$ cat src/rtl/e203_soc_padctl.sv
// ---------------------------------------------------------------------------
// e203_soc_padctl
//
// Pad-control and always-on glue slice of the E203 SoC top. It holds the
// GPIO A/B output, output-enable and synchronized input registers. It also
// holds an RTC tick counter clocked by edges of lfextclk, the boot/debug
// strap capture, the PMU pad controls, the wakeup flag and the reset-vector
// select. Every register is reachable over a single-beat ICB-style register
// port.
//
// Ports
//   hfextclk, rst              sole clock (rising edge), synchronous
//                              active-high reset
//   icb_cmd_*                  command channel: valid/ready, read,
//                              12-bit byte address, 32-bit write data
//   icb_rsp_*                  response channel: valid/ready, rdata, err
//   lfextclk                   slow clock, sampled as data
//   io_pads_gpio{A,B}_i_ival   GPIO pad inputs
//   io_pads_gpio{A,B}_o_*      GPIO output value / output enable
//   io_pads_bootrom_n_i_ival,
//   io_pads_dbgmode{0,1,2}_n_* boot / debug straps
//   io_pads_aon_pmu_*          wakeup pad input, vddpaden / padrst pads
//   hfxoscen, lfxoscen         oscillator enables
//   reset_vector               core boot PC chosen by the captured strap
//   wakeup_irq                 level interrupt mirroring WAKE[0]
//
// Register map (word offsets): 0x00 GPIOA_IN RO, 0x04 GPIOA_OUT, 0x08 GPIOA_OE,
// 0x0C GPIOB_IN RO, 0x10 GPIOB_OUT, 0x14 GPIOB_OE, 0x18 RTC_CNT, 0x1C STRAP RO,
// 0x20 PMU, 0x24 WAKE (write-1-to-clear).
// ---------------------------------------------------------------------------
module e203_soc_padctl #(
  parameter logic [31:0] ROM_VEC   = 32'h0000_1000,
  parameter logic [31:0] FLASH_VEC = 32'h2000_0000
) (
  input  logic        hfextclk,
  input  logic        rst,
  input  logic        icb_cmd_valid,
  output logic        icb_cmd_ready,
  input  logic        icb_cmd_read,
  input  logic [11:0] icb_cmd_addr,
  input  logic [31:0] icb_cmd_wdata,
  output logic        icb_rsp_valid,
  input  logic        icb_rsp_ready,
  output logic [31:0] icb_rsp_rdata,
  output logic        icb_rsp_err,
  input  logic        lfextclk,
  input  logic [31:0] io_pads_gpioA_i_ival,
  input  logic [31:0] io_pads_gpioB_i_ival,
  output logic [31:0] io_pads_gpioA_o_oval,
  output logic [31:0] io_pads_gpioA_o_oe,
  output logic [31:0] io_pads_gpioB_o_oval,
  output logic [31:0] io_pads_gpioB_o_oe,
  input  logic        io_pads_bootrom_n_i_ival,
  input  logic        io_pads_dbgmode0_n_i_ival,
  input  logic        io_pads_dbgmode1_n_i_ival,
  input  logic        io_pads_dbgmode2_n_i_ival,
  input  logic        io_pads_aon_pmu_dwakeup_n_i_ival,
  output logic        io_pads_aon_pmu_vddpaden_o_oval,
  output logic        io_pads_aon_pmu_padrst_o_oval,
  output logic        hfxoscen,
  output logic        lfxoscen,
  output logic [31:0] reset_vector,
  output logic        wakeup_irq
);

  localparam logic [9:0] IDX_GPIOA_IN  = 10'd0;
  localparam logic [9:0] IDX_GPIOA_OUT = 10'd1;
  localparam logic [9:0] IDX_GPIOA_OE  = 10'd2;
  localparam logic [9:0] IDX_GPIOB_IN  = 10'd3;
  localparam logic [9:0] IDX_GPIOB_OUT = 10'd4;
  localparam logic [9:0] IDX_GPIOB_OE  = 10'd5;
  localparam logic [9:0] IDX_RTC_CNT   = 10'd6;
  localparam logic [9:0] IDX_STRAP     = 10'd7;
  localparam logic [9:0] IDX_PMU       = 10'd8;
  localparam logic [9:0] IDX_WAKE      = 10'd9;

  // PMU bits: [0] vddpaden, [1] padrst, [2] hfxoscen, [3] lfxoscen
  localparam logic [3:0] PMU_RESET = 4'b1101;

  logic [31:0] gpioa_out_q, gpioa_out_d;
  logic [31:0] gpioa_oe_q,  gpioa_oe_d;
  logic [31:0] gpiob_out_q, gpiob_out_d;
  logic [31:0] gpiob_oe_q,  gpiob_oe_d;
  logic [31:0] rtc_cnt_q,   rtc_cnt_d;
  logic [3:0]  pmu_q,       pmu_d;
  logic        wake_q,      wake_d;
  logic [3:0]  strap_q,     strap_d;

  logic [31:0] gpioa_s1_q, gpioa_s1_d, gpioa_s2_q, gpioa_s2_d;
  logic [31:0] gpiob_s1_q, gpiob_s1_d, gpiob_s2_q, gpiob_s2_d;
  logic        lf_s1_q, lf_s1_d, lf_s2_q, lf_s2_d, lf_prev_q, lf_prev_d;
  logic        dw_s1_q, dw_s1_d, dw_s2_q, dw_s2_d, dw_prev_q, dw_prev_d;

  logic        rsp_valid_q, rsp_valid_d;
  logic [31:0] rsp_rdata_q, rsp_rdata_d;
  logic        rsp_err_q,   rsp_err_d;

  logic [9:0]  word_idx;
  logic        mapped;
  logic        read_only;
  logic [31:0] rd_mux;
  logic        cmd_err;
  logic        cmd_fire;
  logic        wr_en;
  logic        lf_rise;
  logic        dw_fall;

  // A new command is taken whenever the response slot is empty or is being
  // drained this cycle, which gives one command per cycle under no backpressure.
  assign icb_cmd_ready = ~rsp_valid_q | icb_rsp_ready;

  // Address decode and read mux. The low two address bits are ignored.
  // Writes to read-only registers are reported as errors.
  always_comb begin
    word_idx  = icb_cmd_addr[11:2];
    mapped    = 1'b1;
    read_only = 1'b0;
    rd_mux    = 32'd0;
    case (word_idx)
      IDX_GPIOA_IN:  begin read_only = 1'b1; rd_mux = gpioa_s2_q; end
      IDX_GPIOA_OUT: rd_mux = gpioa_out_q;
      IDX_GPIOA_OE:  rd_mux = gpioa_oe_q;
      IDX_GPIOB_IN:  begin read_only = 1'b1; rd_mux = gpiob_s2_q; end
      IDX_GPIOB_OUT: rd_mux = gpiob_out_q;
      IDX_GPIOB_OE:  rd_mux = gpiob_oe_q;
      IDX_RTC_CNT:   rd_mux = rtc_cnt_q;
      IDX_STRAP:     begin read_only = 1'b1; rd_mux = {28'd0, strap_q}; end
      IDX_PMU:       rd_mux = {28'd0, pmu_q};
      IDX_WAKE:      rd_mux = {31'd0, wake_q};
      default:       mapped = 1'b0;
    endcase
    cmd_err  = ~mapped | (~icb_cmd_read & read_only);
    cmd_fire = icb_cmd_valid & icb_cmd_ready;
    wr_en    = cmd_fire & ~icb_cmd_read & ~cmd_err;
  end

  // Next-state logic for registers, synchronizers and the response slot.
  always_comb begin
    gpioa_out_d = gpioa_out_q;
    gpioa_oe_d  = gpioa_oe_q;
    gpiob_out_d = gpiob_out_q;
    gpiob_oe_d  = gpiob_oe_q;
    rtc_cnt_d   = rtc_cnt_q;
    pmu_d       = pmu_q;
    wake_d      = wake_q;
    rsp_valid_d = rsp_valid_q;
    rsp_rdata_d = rsp_rdata_q;
    rsp_err_d   = rsp_err_q;

    gpioa_s1_d = io_pads_gpioA_i_ival;
    gpioa_s2_d = gpioa_s1_q;
    gpiob_s1_d = io_pads_gpioB_i_ival;
    gpiob_s2_d = gpiob_s1_q;
    lf_s1_d    = lfextclk;
    lf_s2_d    = lf_s1_q;
    lf_prev_d  = lf_s2_q;
    dw_s1_d    = io_pads_aon_pmu_dwakeup_n_i_ival;
    dw_s2_d    = dw_s1_q;
    dw_prev_d  = dw_s2_q;

    // Straps follow the pads while reset is held and freeze afterwards.
    strap_d = rst ? {io_pads_dbgmode2_n_i_ival, io_pads_dbgmode1_n_i_ival,
                     io_pads_dbgmode0_n_i_ival, io_pads_bootrom_n_i_ival}
                  : strap_q;

    lf_rise = lf_s2_q & ~lf_prev_q;
    dw_fall = dw_prev_q & ~dw_s2_q;

    if (wr_en && word_idx == IDX_GPIOA_OUT) gpioa_out_d = icb_cmd_wdata;
    if (wr_en && word_idx == IDX_GPIOA_OE)  gpioa_oe_d  = icb_cmd_wdata;
    if (wr_en && word_idx == IDX_GPIOB_OUT) gpiob_out_d = icb_cmd_wdata;
    if (wr_en && word_idx == IDX_GPIOB_OE)  gpiob_oe_d  = icb_cmd_wdata;
    if (wr_en && word_idx == IDX_PMU)       pmu_d       = icb_cmd_wdata[3:0];

    // A CPU load of the counter takes priority over a tick in the same cycle.
    if (wr_en && word_idx == IDX_RTC_CNT) begin
      rtc_cnt_d = icb_cmd_wdata;
    end else if (lf_rise) begin
      rtc_cnt_d = rtc_cnt_q + 32'd1;
    end

    // A fresh wakeup event must not be lost to a concurrent clear.
    if (dw_fall) begin
      wake_d = 1'b1;
    end else if (wr_en && word_idx == IDX_WAKE && icb_cmd_wdata[0]) begin
      wake_d = 1'b0;
    end

    // Response slot: load on accept, otherwise empty it once consumed.
    if (cmd_fire) begin
      rsp_valid_d = 1'b1;
      rsp_err_d   = cmd_err;
      rsp_rdata_d = (icb_cmd_read && !cmd_err) ? rd_mux : 32'd0;
    end else if (icb_rsp_ready) begin
      rsp_valid_d = 1'b0;
    end
  end

  // State register. Sync chains reset to the idle pad levels so that no
  // spurious tick or wakeup edge appears right after reset.
  always_ff @(posedge hfextclk) begin
    if (rst) begin
      gpioa_out_q <= 32'd0;
      gpioa_oe_q  <= 32'd0;
      gpiob_out_q <= 32'd0;
      gpiob_oe_q  <= 32'd0;
      rtc_cnt_q   <= 32'd0;
      pmu_q       <= PMU_RESET;
      wake_q      <= 1'b0;
      gpioa_s1_q  <= 32'd0;
      gpioa_s2_q  <= 32'd0;
      gpiob_s1_q  <= 32'd0;
      gpiob_s2_q  <= 32'd0;
      lf_s1_q     <= 1'b0;
      lf_s2_q     <= 1'b0;
      lf_prev_q   <= 1'b0;
      dw_s1_q     <= 1'b1;
      dw_s2_q     <= 1'b1;
      dw_prev_q   <= 1'b1;
      rsp_valid_q <= 1'b0;
      rsp_rdata_q <= 32'd0;
      rsp_err_q   <= 1'b0;
    end else begin
      gpioa_out_q <= gpioa_out_d;
      gpioa_oe_q  <= gpioa_oe_d;
      gpiob_out_q <= gpiob_out_d;
      gpiob_oe_q  <= gpiob_oe_d;
      rtc_cnt_q   <= rtc_cnt_d;
      pmu_q       <= pmu_d;
      wake_q      <= wake_d;
      gpioa_s1_q  <= gpioa_s1_d;
      gpioa_s2_q  <= gpioa_s2_d;
      gpiob_s1_q  <= gpiob_s1_d;
      gpiob_s2_q  <= gpiob_s2_d;
      lf_s1_q     <= lf_s1_d;
      lf_s2_q     <= lf_s2_d;
      lf_prev_q   <= lf_prev_d;
      dw_s1_q     <= dw_s1_d;
      dw_s2_q     <= dw_s2_d;
      dw_prev_q   <= dw_prev_d;
      rsp_valid_q <= rsp_valid_d;
      rsp_rdata_q <= rsp_rdata_d;
      rsp_err_q   <= rsp_err_d;
    end
    strap_q <= strap_d;
  end

  assign icb_rsp_valid = rsp_valid_q;
  assign icb_rsp_rdata = rsp_rdata_q;
  assign icb_rsp_err   = rsp_err_q;

  assign io_pads_gpioA_o_oval = gpioa_out_q;
  assign io_pads_gpioA_o_oe   = gpioa_oe_q;
  assign io_pads_gpioB_o_oval = gpiob_out_q;
  assign io_pads_gpioB_o_oe   = gpiob_oe_q;

  assign io_pads_aon_pmu_vddpaden_o_oval = pmu_q[0];
  assign io_pads_aon_pmu_padrst_o_oval   = pmu_q[1];
  assign hfxoscen                        = pmu_q[2];
  assign lfxoscen                        = pmu_q[3];

  assign reset_vector = strap_q[0] ? FLASH_VEC : ROM_VEC;
  assign wakeup_irq   = wake_q;

endmodule

$ cat config.mk
export PLATFORM = sky130hd
export DESIGN_NAME = e203_soc_padctl
export DESIGN_NICKNAME = d
export VERILOG_FILES = /design/src/rtl/e203_soc_padctl.sv
export SDC_FILE = /design/constraint.sdc
export NUM_CORES = 1
export LEC_CHECK = 0
export BUFFER_PORTS_ARGS = -buffer_cell sky130_fd_sc_hd__buf_2
export CAP_MARGIN = 20
export CORE_ASPECT_RATIO = 2
export CORE_MARGIN = 2
export CORE_UTILIZATION = 48
export CTS_CLUSTER_DIAMETER = 50
export CTS_CLUSTER_SIZE = 24
export DETAILED_ROUTE_END_ITERATION = 7
export PLACE_DENSITY = 0.75
export SYNTH_ARGS = -nofsm -noshare
export SYNTH_HDL_FRONTEND = slang
export SYNTH_SLANG_ARGS = --single-unit
$ cat constraint.sdc
create_clock -name hfextclk -period 1.6 [get_ports hfextclk]
set_clock_uncertainty 0.05 [all_clocks]
set_input_delay 0.08 -clock hfextclk [delete_from_list [all_inputs] [get_ports hfextclk]]
set_output_delay 0.08 -clock hfextclk [all_outputs]
set_load 0.01 [all_outputs]
==> impl_results.md, run 1 <==
* Outcome: finished with violations
* Failing checks: negative setup slack
* Max Root-Sink Buffers at 3
* Synthesis-stage register bit count at between 300 and 400
* Largest net degree at the start of global routing at about 160
* Crit-path max cell delay at 0.35 ns
* Ys async rst share at 0%
* Post-synth cell types at 51
* DP Worst Slack at -0.413 ns
* CTS tree: done
* Top FF cell, synth: dfxtp_1
* H-tree depth at 1
* I/O pin count at around 320
* Syn Area/Cell at between 8 and 9 um2
* Via count at ~13,000
* Post-DP HPWL at roughly 30 mm
* Worst-Margin Slew at 0.848 ns
* First-pass GRT wire length at slightly below 70 mm
* CP endpoint kind: register
* Core area at around 27,000 um2
* Filler cells at 1,916
* Routed vias/inst at 5.57
* GPL Wtd Cong at approximately 0.86
* Tot Pwr at between 15,000 and 20,000 uW
* Clk pin slew, worst setup/hold paths at about 0.090 ns
* Share of cells above drive strength 1 at 39.4%
* Cells along the critical path: nand2b_4 > buf_6 > nand4b_1 > buf_6 > buf_6 > nor3_4 > buf_6 > buf_12 > nand2_2 > a21oi_2
* # port buffers at 286
* Post-synth top cells: 333 x dfxtp_1, 333 x nand2_1, 138 x nor2b_1
* Final wirelength at 48.5 mm
* Crit Path Max Fanout at 6
* Fmax achieved at 546 MHz
* Clk_lat worst skew at between 0.5 and 0.6 ns
* Die area at ~29,000 um2
* Area growth syn-to-layout at 45.9%
* Req. time, crit path at 2.02 ns
* Die boundary height at roughly 240 um
* Worst vdd ir at around 820 uV
* Cell row count at 86
* Final setup margin at -0.232 ns
* Fin. Hold Viols at 0
* Vias in the first global route at ~13,000
* Yosys warning count at 0
* Crit path kind: reg2reg
* RSZ-0062 raised after global routing: yes
* Critical Path AT at 2.25 ns
* Yosys top cell by area: dfxtp_1
* Seq/Total Area, Yosys at about half
* Leak at just over 0.008 uW
* Num Clock Sinks at ~340
* Max-Cap Viols at 0
* EDFF count, synth at 4
* Max transition margin at a little over two fifths
* ANT nets after route at 0
* Fin. max-slew vios at 0
* Pwr Density at between 800 and 900 nW/um2
* GRT Residual Overflow at 0
* Mapped Area at approximately 13,000 um2
* Root Driver: clkbuf_16
* CP most frequent cell: buf_6
* WL/cell at 20.8 um
* # diodes at 0
* Min-delay worst type: in2reg
* Initial Utilization at 48.7%
* Final setup violation count at 190
* Pre-Repair DR Iteration Count at 5
* Slowest library cell on the worst path: dfxtp_2
* GRT Total Usage at between 30 and 40%
* Post-synthesis cell count at about 1,500
* Die Wd at ~120 um
* Startpoint Class: register
* Final Critical Period at approximately 1.8 ns
* Fin crit share at 115%
* # nets final at 2,092
* Synth top area share at between 40 and 50%
* Area contributors post-synth: dfxtp_1 50%, nand2_1 9.3%, nor2b_1 6.5%, a21oi_1 5.0%, a22oi_1 3.3%
* Residual DRC count at 0
* Starting DRC count in detailed routing at between 900 and 1,000
* Initial antenna violation count at 0
* Num CTS Buffers at 21
## cell usage in the layout, fill, tap and decap left out, types with 34 or more instances in the layout
cell and n:
dfxtp_1 319, buf_2 284, nand2_1 263, nor2b_1 136
buf_4 119, dlygate4sd3_1 105, a21oi_1 96, nand2_2 46
nand3_1 39, a22oi_1 39, a21oi_2 37, mux2i_1 35
mux2_2 34
## worst max-delay path, delay by kind of cell (launching register included)
| kind | cells | cell delay, ns |
|---|---|---|
| AO/OA/AOI/OAI | 1 | 0.15 |
| AND/OR/NAND/NOR | 4 | 0.51 |
| flip-flops | 1 | 0.35 |
| buffers and inverters | 5 | 0.68 |
## path summary, 6_finish.rpt
check | from | end | slack [ns] | cells after the start
setup / recovery | icb_rsp_valid$_SDFFE_PP0P_ | io_pads_gpioB_o_oe[1]$_SDFFE_PP0P_ | -0.23 | 10
hold / removal | icb_rsp_ready | icb_rsp_valid$_SDFFE_PP0P_ | 0.005 | 5
setup reg to reg | icb_rsp_valid$_SDFFE_PP0P_ | io_pads_gpioB_o_oe[1]$_SDFFE_PP0P_ | -0.23 | 10
hold reg to reg | dw_s1_q$_SDFF_PP1_ | dw_prev_d$_SDFF_PP1_ | 0.37 | 1
## cell families after synthesis
kind of cell / after synthesis / share of synthesized area [%]
AO/OA/AOI/OAI: 274 / 12.8
XOR/XNOR: 31 / 2.03
adder cells (fa/ha/maj): 1 / 0.0936
buffers and inverters: 147 / 5.78
flip-flops: 337 / 50.8
multiplexers: 70 / 5.65
other: 1 / 0.0280
AND/OR/NAND/NOR: 626 / 22.9
## per-stage QoR
| step | cell area (um2) | setup TNS, ns | util, % | hold WS (ns) | cells |
|---|---|---|---|---|---|
| 5_1_grt | 19500 | -38.78 | 71.1 | 0.0417 | 2336 |
| 4_1_cts | 18900 | -18.64 | 68.7 | -0.179 | 2325 |
| 6_report | 19500 | -26.86 | 71.1 | 0.00515 | 2336 |
| 2_1_floorplan | 13700 | -11.14 | - | 0.129 | 1516 |
| 3_3_place_gp | 16000 | -45.76 | 58.4 | 0.208 | 2154 |
| 3_5_place_dp | 16000 | -53.92 | 58.4 | 0.209 | 2154 |
## power by group
| group | switching [uW] | internal (uW) | leakage (uW) |
|---|---|---|---|
| clock network | 3150 | 2800 | 0.000346 |
| logic | 678 | 578 | 0.00495 |
| registers | 52.2 | 8570 | 0.00276 |
| total | 3880 | 11900 | 0.00806 |
## what timing repair did
item	4_1_cts	5_1_grt
hold endpoints to repair	243	6
cloned	12	7
setup endpoints to repair	194	193
resized for setup	170	135
setup buffers	20	11
hold buffers	104	1
pin swaps	76	80
## final cells by class
class	instances	area (um2)	share of cell area, %
Multi-Input combinational cell	1032	7010	35.9
Timing Repair Buffer	574	4530	23.2
Clock buffer	24	557	2.85
Inverter	6	22.5	0.115
Sequential cell	337	6810	34.9
Clock inverter	11	144	0.738
Tap cell	352	440	2.26
## routing by layer
| metal | vias up | wire length (um) | share of wire [%] | track usage (%) |
|---|---|---|---|---|
| li1 | 5945 | - | - | - |
| met1 | 6206 | 16400 | 34 | 33.1 |
| met2 | 675 | 25800 | 53 | 56.8 |
| met3 | 193 | 2960 | 6.1 | 2.63 |
| met4 | 0 | 3330 | 6.9 | 18.3 |
| met5 | - | 0 | 0 | 0 |
Power figures use the tool's default switching activity.
==> inputs of run 2 (changes only) <==
- CORE_MARGIN: 2 -> default
==> run 2 against run 1 <==
The flow still finishes with violations (negative setup slack); clock power shrank 7.6%; die area shrank 2.5%; hold slack better by 0.040 ns; first-iteration DRC count fell by 8.9%; fmax decreased by 0.15%; design area about the same; critical path depth is 4 lower; non-clock buffer count decreased by 5; clock-buffer cell count fell by 2; critical path type unchanged; critical endpoint is now rtc_cnt_q[10]$_SDFFE_PP0P_; largest cell class unchanged.
==> impl_results.md, run 2 (synthesis results as in run 1) <==
* Outcome: finished with violations (unchanged)
* Failing checks: negative setup slack (unchanged)
* WHS Endpoint: icb_rsp_valid$_SDFFE_PP0P_ (unchanged)
* # nets final at 2,086 (was 2,092)
* # port buffers at 286 (unchanged)
* Clk pin slew, worst setup/hold paths at 0.09 ns (about the same)
* H-tree depth at 1 (unchanged)
* Worst vdd ir at 899 uV (was 817 uV)
* Final wirelength at 49.3 mm (was 48.5 mm)
* Dpl cells at 2,153 (was 2,154)
* Die boundary height at 238 um (was 240 um)
* Max Root-Sink Buffers at 3 (unchanged)
* Startpoint Class: register (unchanged)
* GPL Wtd Cong at 0.914 (was 0.858)
* Routed vias/inst at 5.63 (was 5.57)
* Top cell family by delay on the critical path: simple AND/OR/NAND/NOR gates (was buffers and inverters)
* WL/cell at 21.2 um (was 20.8 um)
* TNS Setup at -26.05 ns (was -26.86 ns)
* Cell row count at 86 (unchanged)
* RR Startpoint: icb_rsp_valid$_SDFFE_PP0P_ (unchanged)
* First-pass GRT wire length at 69.9 mm (was 69.3 mm)
* Cells along the critical path: nand2b_4 > nand2_2 > or4_4 > clkbuf_16 > nor2_1 > a211oi_1 (was nand2b_4 > buf_6 > nand4b_1 > buf_6 > buf_6 > nor3_4 > buf_6 > buf_12 > nand2_2 > a21oi_2)
* ANT nets after route at 0 (unchanged)
* Num CTS Buffers at 20 (was 21)
* Vias in the first global route at 13,000 (was 12,800)
* CTS tree: done (unchanged)
* Max-Cap Viols at 0 (unchanged)
* Final setup margin at -0.235 ns (was -0.232 ns)
* Min-delay worst type: in2reg (unchanged)
* Clk_lat worst skew at 0.55 ns (was 0.54 ns)
* Largest net degree at the start of global routing at 168 (was 162)
* Area of all placed cells without fillers at 19,500 um2 (about the same)
* Post-DP HPWL at 30.0 mm (about the same)
* Critical Path AT at 2.18 ns (was 2.25 ns)
* Fin. Hold Viols at 0 (unchanged)
* Die area at 28,600 um2 (was 29,300 um2)
* Fmax achieved at 545 MHz (was 546 MHz)
* Leak at 0.00808 uW (was 0.00806 uW)
* Pre-Repair DR Iteration Count at 5 (unchanged)
* Crit path kind: reg2reg (unchanged)
* Max transition margin at 34.4% (was 43.5%)
* Core area at 27,400 um2 (unchanged)
* Share of cells above drive strength 1 at 40.1% (was 39.4%)
* CP endpoint kind: register (unchanged)
* Hold depth at 5 (unchanged)
* Final setup violation count at 164 (was 190)
* GRT Total Usage at 31.8% (was 30.6%)
* Req. time, crit path at 1.95 ns (was 2.02 ns)
* R2r endpoint: rtc_cnt_q[10]$_SDFFE_PP0P_ (was io_pads_gpioB_o_oe[1]$_SDFFE_PP0P_)
* Reg2Reg Depth at 6 (was 10)
* Placed Area at 16,000 um2 (about the same)
* Initial Utilization at 48.7% (unchanged)
* Fin cells at 2,328 (was 2,336)
* RSZ-0062 raised after global routing: yes (unchanged)
* Crit Path Max Fanout at 16 (was 6)
* Sum of buffers and inverters on the critical path at 1 (was 5)
* Final Critical Period at 1.83 ns (about the same)
* Worst-Margin Slew at 0.984 ns (was 0.848 ns)
* GRT Residual Overflow at 0 (unchanged)
* Pwr Density at 788 nW/um2 (was 811 nW/um2)
* Commonest non-fill, non-tap cell in the layout: dfxtp_1 (unchanged)
* Crit-path max cell delay at 0.68 ns (was 0.35 ns)
* Most frequent cells in the layout: 317 x dfxtp_1, 284 x buf_2, 240 x nand2_1 (was 319 x dfxtp_1, 284 x buf_2, 263 x nand2_1)
* Num Clock Sinks at 337 (unchanged)
* Area growth syn-to-layout at 45.9% (about the same)
* I/O pin count at 319 (unchanged)
* Fin crit share at 115% (about the same)
* Residual DRC count at 0 (unchanged)
* Starting DRC count in detailed routing at 837 (was 919)
* # diodes at 0 (unchanged)
* Root Driver: clkbuf_16 (unchanged)
* Fin. max-slew vios at 0 (unchanged)
* Initial antenna violation count at 0 (unchanged)
* Via count at 13,100 (was 13,000)
* Slowest library cell on the worst path: or4_4 (was dfxtp_2)
* Die Wd at 120 um (was 122 um)
* Worst Min Path Start: icb_rsp_ready (unchanged)
* R2R setup slack at -0.23 ns (about the same)
==> run 2: cell count changes in the layout (fill, tap and decap cells not counted), moves of 5 or more <==
cell and change:
a211oi_1 +6, a211oi_2 -6, a21oi_1 -24, a21oi_2 +24, buf_4 -8, nand2_1 -23
nand2_2 +6, nand2_4 +17, nand3_1 +5, nand3_4 -7, nor2_1 +8, nor2_4 -5
xor2_1 +6, xor2_2 -6
==> run 2: how the worst max path moves through the flow <==
stage	endpoint	cells past startpoint	slack, ns	from
2_1_floorplan	rtc_cnt_q[23]$_SDFFE_PP0P_	8	-0.12	icb_rsp_valid$_SDFFE_PP0P_
3_3_place_gp	io_pads_gpioA_o_oval[15]$_SDFFE_PP0P_	8	-0.37	icb_cmd_addr[7]
3_5_place_dp	rtc_cnt_q[31]$_SDFFE_PP0P_	7	-0.43	icb_cmd_addr[7]
4_1_cts	rtc_cnt_q[12]$_SDFFE_PP0P_	8	-0.17	lf_prev_q$_SDFF_PP0_
5_1_grt	io_pads_gpioB_o_oe[6]$_SDFFE_PP0P_	10	-0.26	icb_rsp_valid$_SDFFE_PP0P_
6_report	rtc_cnt_q[10]$_SDFFE_PP0P_	6	-0.23	icb_rsp_valid$_SDFFE_PP0P_
==> run 2: cell type report <==
class,instances,area [um2]
clock buffer,22,518
clock inverter,10,104
fill,1931,7930
inverter,6,22.5
multi-input combinational,1032,7050
sequential,337,6810
tap,352,440
timing repair buffer,569,4560
==> run 2: metal layers <==
metal,share of wire [%],global-route usage [%],vias to the layer above
li1,-,-,5935
met1,33,32.1,6222
met2,53,59.2,725
met3,6.4,4.40,233
met4,7.5,21.4,0
met5,0,0,-
==> run 2: worst register-to-register path, delay by kind of cell, from the launching register on <==
family                 cells  cell delay (ns)
AOI/OAI and AO/OA          1             0.06
buffers and inverters      1             0.27
DFF                        1             0.34
and+or+nand+nor            4             0.97
==> run 2: where the power goes <==
group / internal (uW) / switching, uW
clock: 2450 / 3050
combinational: 586 / 681
sequential: 8570 / 53.3
total: 11600 / 3780
==> run 2: stage by stage <==
step                      worst slack [ns]  util (%)  power, uW  hold slack, ns
after detailed placement            -0.431      58.4       9790           0.208
final                               -0.235      71.1      15400          0.0456
after global placement              -0.372      58.4       9770           0.208
after CTS                           -0.173      68.2      15400          0.0247
after global routing                -0.264      71.1      15800          0.0569
after floorplan                     -0.122         -       9350           0.129
==> run 2: what timing repair did <==
action	4_1_cts	5_1_grt
resized for setup	158	180
pin swaps	69	60
hold endpoints to repair	242	0
setup buffers	15	4
hold buffers	108	0
setup endpoints to repair	183	177
cloned	12	9
==> inputs of run 3 (changes only) <==
- BUFFER_PORTS_ARGS: -buffer_cell sky130_fd_sc_hd__buf_2 -> -buffer_cell sky130_fd_sc_hd__buf_4
==> run 3 against run 2 <==
The run ends with negative hold slack, negative setup slack left; cell count shrank 0.64%; sequential cell count unchanged; wire length is 4.5% lower; critical endpoint is now rtc_cnt_q[28]$_SDFFE_PP0P_.
==> impl_results.md, run 3 (synthesis results as in run 1) <==
* Outcome: finished with violations (unchanged)
* Failing checks: negative hold slack, negative setup slack (was negative setup slack)
* Post-DP HPWL at 30.2 mm (was 30.0 mm)
* Starting DRC count in detailed routing at 713 (was 837)
* Final wirelength at 47.1 mm (was 49.3 mm)
* Pre-Repair DR Iteration Count at 5 (unchanged)
* P_int at 11,800 uW (was 11,600 uW)
* Part of the power in registers at 55.7% (was 56.0%)
* Initial antenna violation count at 1 (was 0)
* Cell row count at 86 (unchanged)
* I/O pin count at 319 (unchanged)
* Switch share at 24.0% (was 24.6%)
* Root Driver: clkbuf_16 (unchanged)
* Gate power share at 8.5% (was 8.2%)
* Die boundary height at 238 um (unchanged)
* Worst vdd ir at 886 uV (was 899 uV)
* Final Critical Period at 1.80 ns (was 1.83 ns)
* Reg2Reg Depth at 6 (unchanged)
* Clk_lat worst skew at 0.54 ns (was 0.55 ns)
* Die Wd at 120 um (unchanged)
* WL/cell at 20.3 um (was 21.2 um)
* Req. time, crit path at 1.94 ns (was 1.95 ns)
* Hold depth at 5 (unchanged)
* Fin crit share at 112% (was 115%)
* Final setup violation count at 179 (was 164)
* Hold slack final at -0.0156 ns (was 0.0456 ns)
* # nets final at 2,070 (was 2,086)
* Worst Min Path Start: icb_cmd_addr[10] (was icb_rsp_ready)
* R2r endpoint: rtc_cnt_q[28]$_SDFFE_PP0P_ (was rtc_cnt_q[10]$_SDFFE_PP0P_)
* Die area at 28,600 um2 (unchanged)
* Commonest non-fill, non-tap cell in the layout: buf_4 (was dfxtp_1)
* Share of cells above drive strength 1 at 33.5% (was 40.1%)
* Fin. Hold Viols at 1 (was 0)
* Utilization after layout at 70.8% (was 71.1%)
* Area growth syn-to-layout at 45.2% (was 45.9%)
* ANT nets after route at 0 (unchanged)
* Largest net degree at the start of global routing at 160 (was 168)
* CTS tree: done (unchanged)
* Dpl cells at 2,147 (was 2,153)
* Initial Utilization at 48.7% (unchanged)
* Fin. max-slew vios at 0 (unchanged)
* Pwr Density at 797 nW/um2 (was 788 nW/um2)
* WHS Endpoint: icb_rsp_rdata[1]$_SDFFE_PP0P_ (was icb_rsp_valid$_SDFFE_PP0P_)
* Max-Cap Viols at 0 (unchanged)
* R2R setup slack at -0.20 ns (was -0.23 ns)
* CP endpoint kind: register (unchanged)
* Crit Path Max Fanout at 16 (unchanged)
* Vias in the first global route at 12,800 (was 13,000)
* Fmax achieved at 557 MHz (was 545 MHz)
* Via count at 12,700 (was 13,100)
* P_sw at 3710 uW (was 3780 uW)
* Num CTS Buffers at 20 (unchanged)
* Routed vias/inst at 5.51 (was 5.63)
* Leak at 0.00793 uW (was 0.00808 uW)
* Worst-Margin Slew at 0.736 ns (was 0.984 ns)
* Crit path kind: reg2reg (unchanged)
* Startpoint Class: register (unchanged)
* # port buffers at 286 (unchanged)
* Final setup margin at -0.196 ns (was -0.235 ns)
* Fin cells at 2,313 (was 2,328)
* Clk pin slew, worst setup/hold paths at 0.09 ns (about the same)
* GRT Total Usage at 30.6% (was 31.8%)
* RR Startpoint: icb_rsp_valid$_SDFFE_PP0P_ (unchanged)
* Residual DRC count at 0 (unchanged)
* First-pass GRT wire length at 67.7 mm (was 69.9 mm)
* GRT Residual Overflow at 0 (unchanged)
* RSZ-0062 raised after global routing: yes (unchanged)
* Core area at 27,400 um2 (unchanged)
* Max transition margin at 50.9% (was 34.4%)
* Most frequent cells in the layout: 386 x buf_4, 324 x dfxtp_1, 299 x nand2_1 (was 317 x dfxtp_1, 284 x buf_2, 240 x nand2_1)
* GPL Wtd Cong at 0.889 (was 0.914)
* Critical Path AT at 2.13 ns (was 2.18 ns)
* H-tree depth at 1 (unchanged)
* Min-delay worst type: in2reg (unchanged)
* Num Clock Sinks at 337 (unchanged)
* Max Root-Sink Buffers at 3 (unchanged)
* Clock share of power at 35.7% (about the same)
-- run 3: final cells by class --
cell class,instances,area (um2)
diodes,1,2.50
clock buffers,23,543
clock inverters,9,90.1
fillers,2025,8020
inverters,6,22.5
multi-input cells,1032,6520
flip-flops and latches,337,6800
well taps,352,440
repair buffers,553,5000
-- run 3: repair_timing --
item                                    4_1_cts  5_1_grt
pin swaps                                    16       60
hold buffers                                109        0
endpoints found under the setup margin      193      195
gates resized for setup                      63      107
cloned                                        3       11
setup buffers                                 7        5
endpoints found under the hold margin       241        0
-- run 3: metal layers --
metal | up-vias | part of all wire [%] | track usage, %
li1 | 5884 | - | -
met1 | 6107 | 34 | 30.9
met2 | 574 | 53 | 58.0
met3 | 184 | 5.1 | 3.01
met4 | 0 | 7.3 | 20.8
met5 | - | 0 | 0
-- run 3: metrics by stage --
stage	instance area (um2)	hold slack [ns]	setup slack, ns	power (uW)	setup TNS (ns)
4_1_cts	18700	0.0499	-0.122	15500	-8.73
3_5_place_dp	16700	0.209	-0.449	9860	-63.29
5_1_grt	19400	0.00952	-0.234	15900	-28.79
3_3_place_gp	16700	0.210	-0.373	9840	-56.22
6_report	19400	-0.0156	-0.196	15500	-16.96
2_1_floorplan	13700	0.129	-0.122	9350	-11.14
-- run 3: power by group through the flow --
stage	Sequential [uW]	Clock [uW]	Combinational [uW]
floorplan	8800	0	550
finish	8620	5530	1320
global route	8630	5890	1390
CTS	8620	5600	1270
detailed placement	8810	0	1050
global placement	8810	0	1040
-- run 3: worst max path at each step --
stage / start / end / slack, ns / cells past startpoint
after floorplan: icb_rsp_valid$_SDFFE_PP0P_ / rtc_cnt_q[23]$_SDFFE_PP0P_ / -0.12 / 8
after global placement: icb_cmd_addr[11] / io_pads_gpioA_o_oe[1]$_SDFFE_PP0P_ / -0.37 / 8
after detailed placement: icb_cmd_addr[7] / io_pads_gpioA_o_oval[8]$_SDFFE_PP0P_ / -0.45 / 9
after CTS: icb_rsp_valid$_SDFFE_PP0P_ / io_pads_gpioA_o_oval[23]$_SDFFE_PP0P_ / -0.12 / 7
after global routing: icb_rsp_valid$_SDFFE_PP0P_ / rtc_cnt_q[28]$_SDFFE_PP0P_ / -0.23 / 6
final: icb_rsp_valid$_SDFFE_PP0P_ / rtc_cnt_q[28]$_SDFFE_PP0P_ / -0.20 / 6
-- run 3: worst max-delay path: stages (launching register included) --
cell       delay, ns
dfxtp_2         0.34
nand2b_4        0.09
nand2_2         0.08
or4_4           0.66
clkbuf_16       0.24
nor2_1          0.12
a211oi_1        0.07
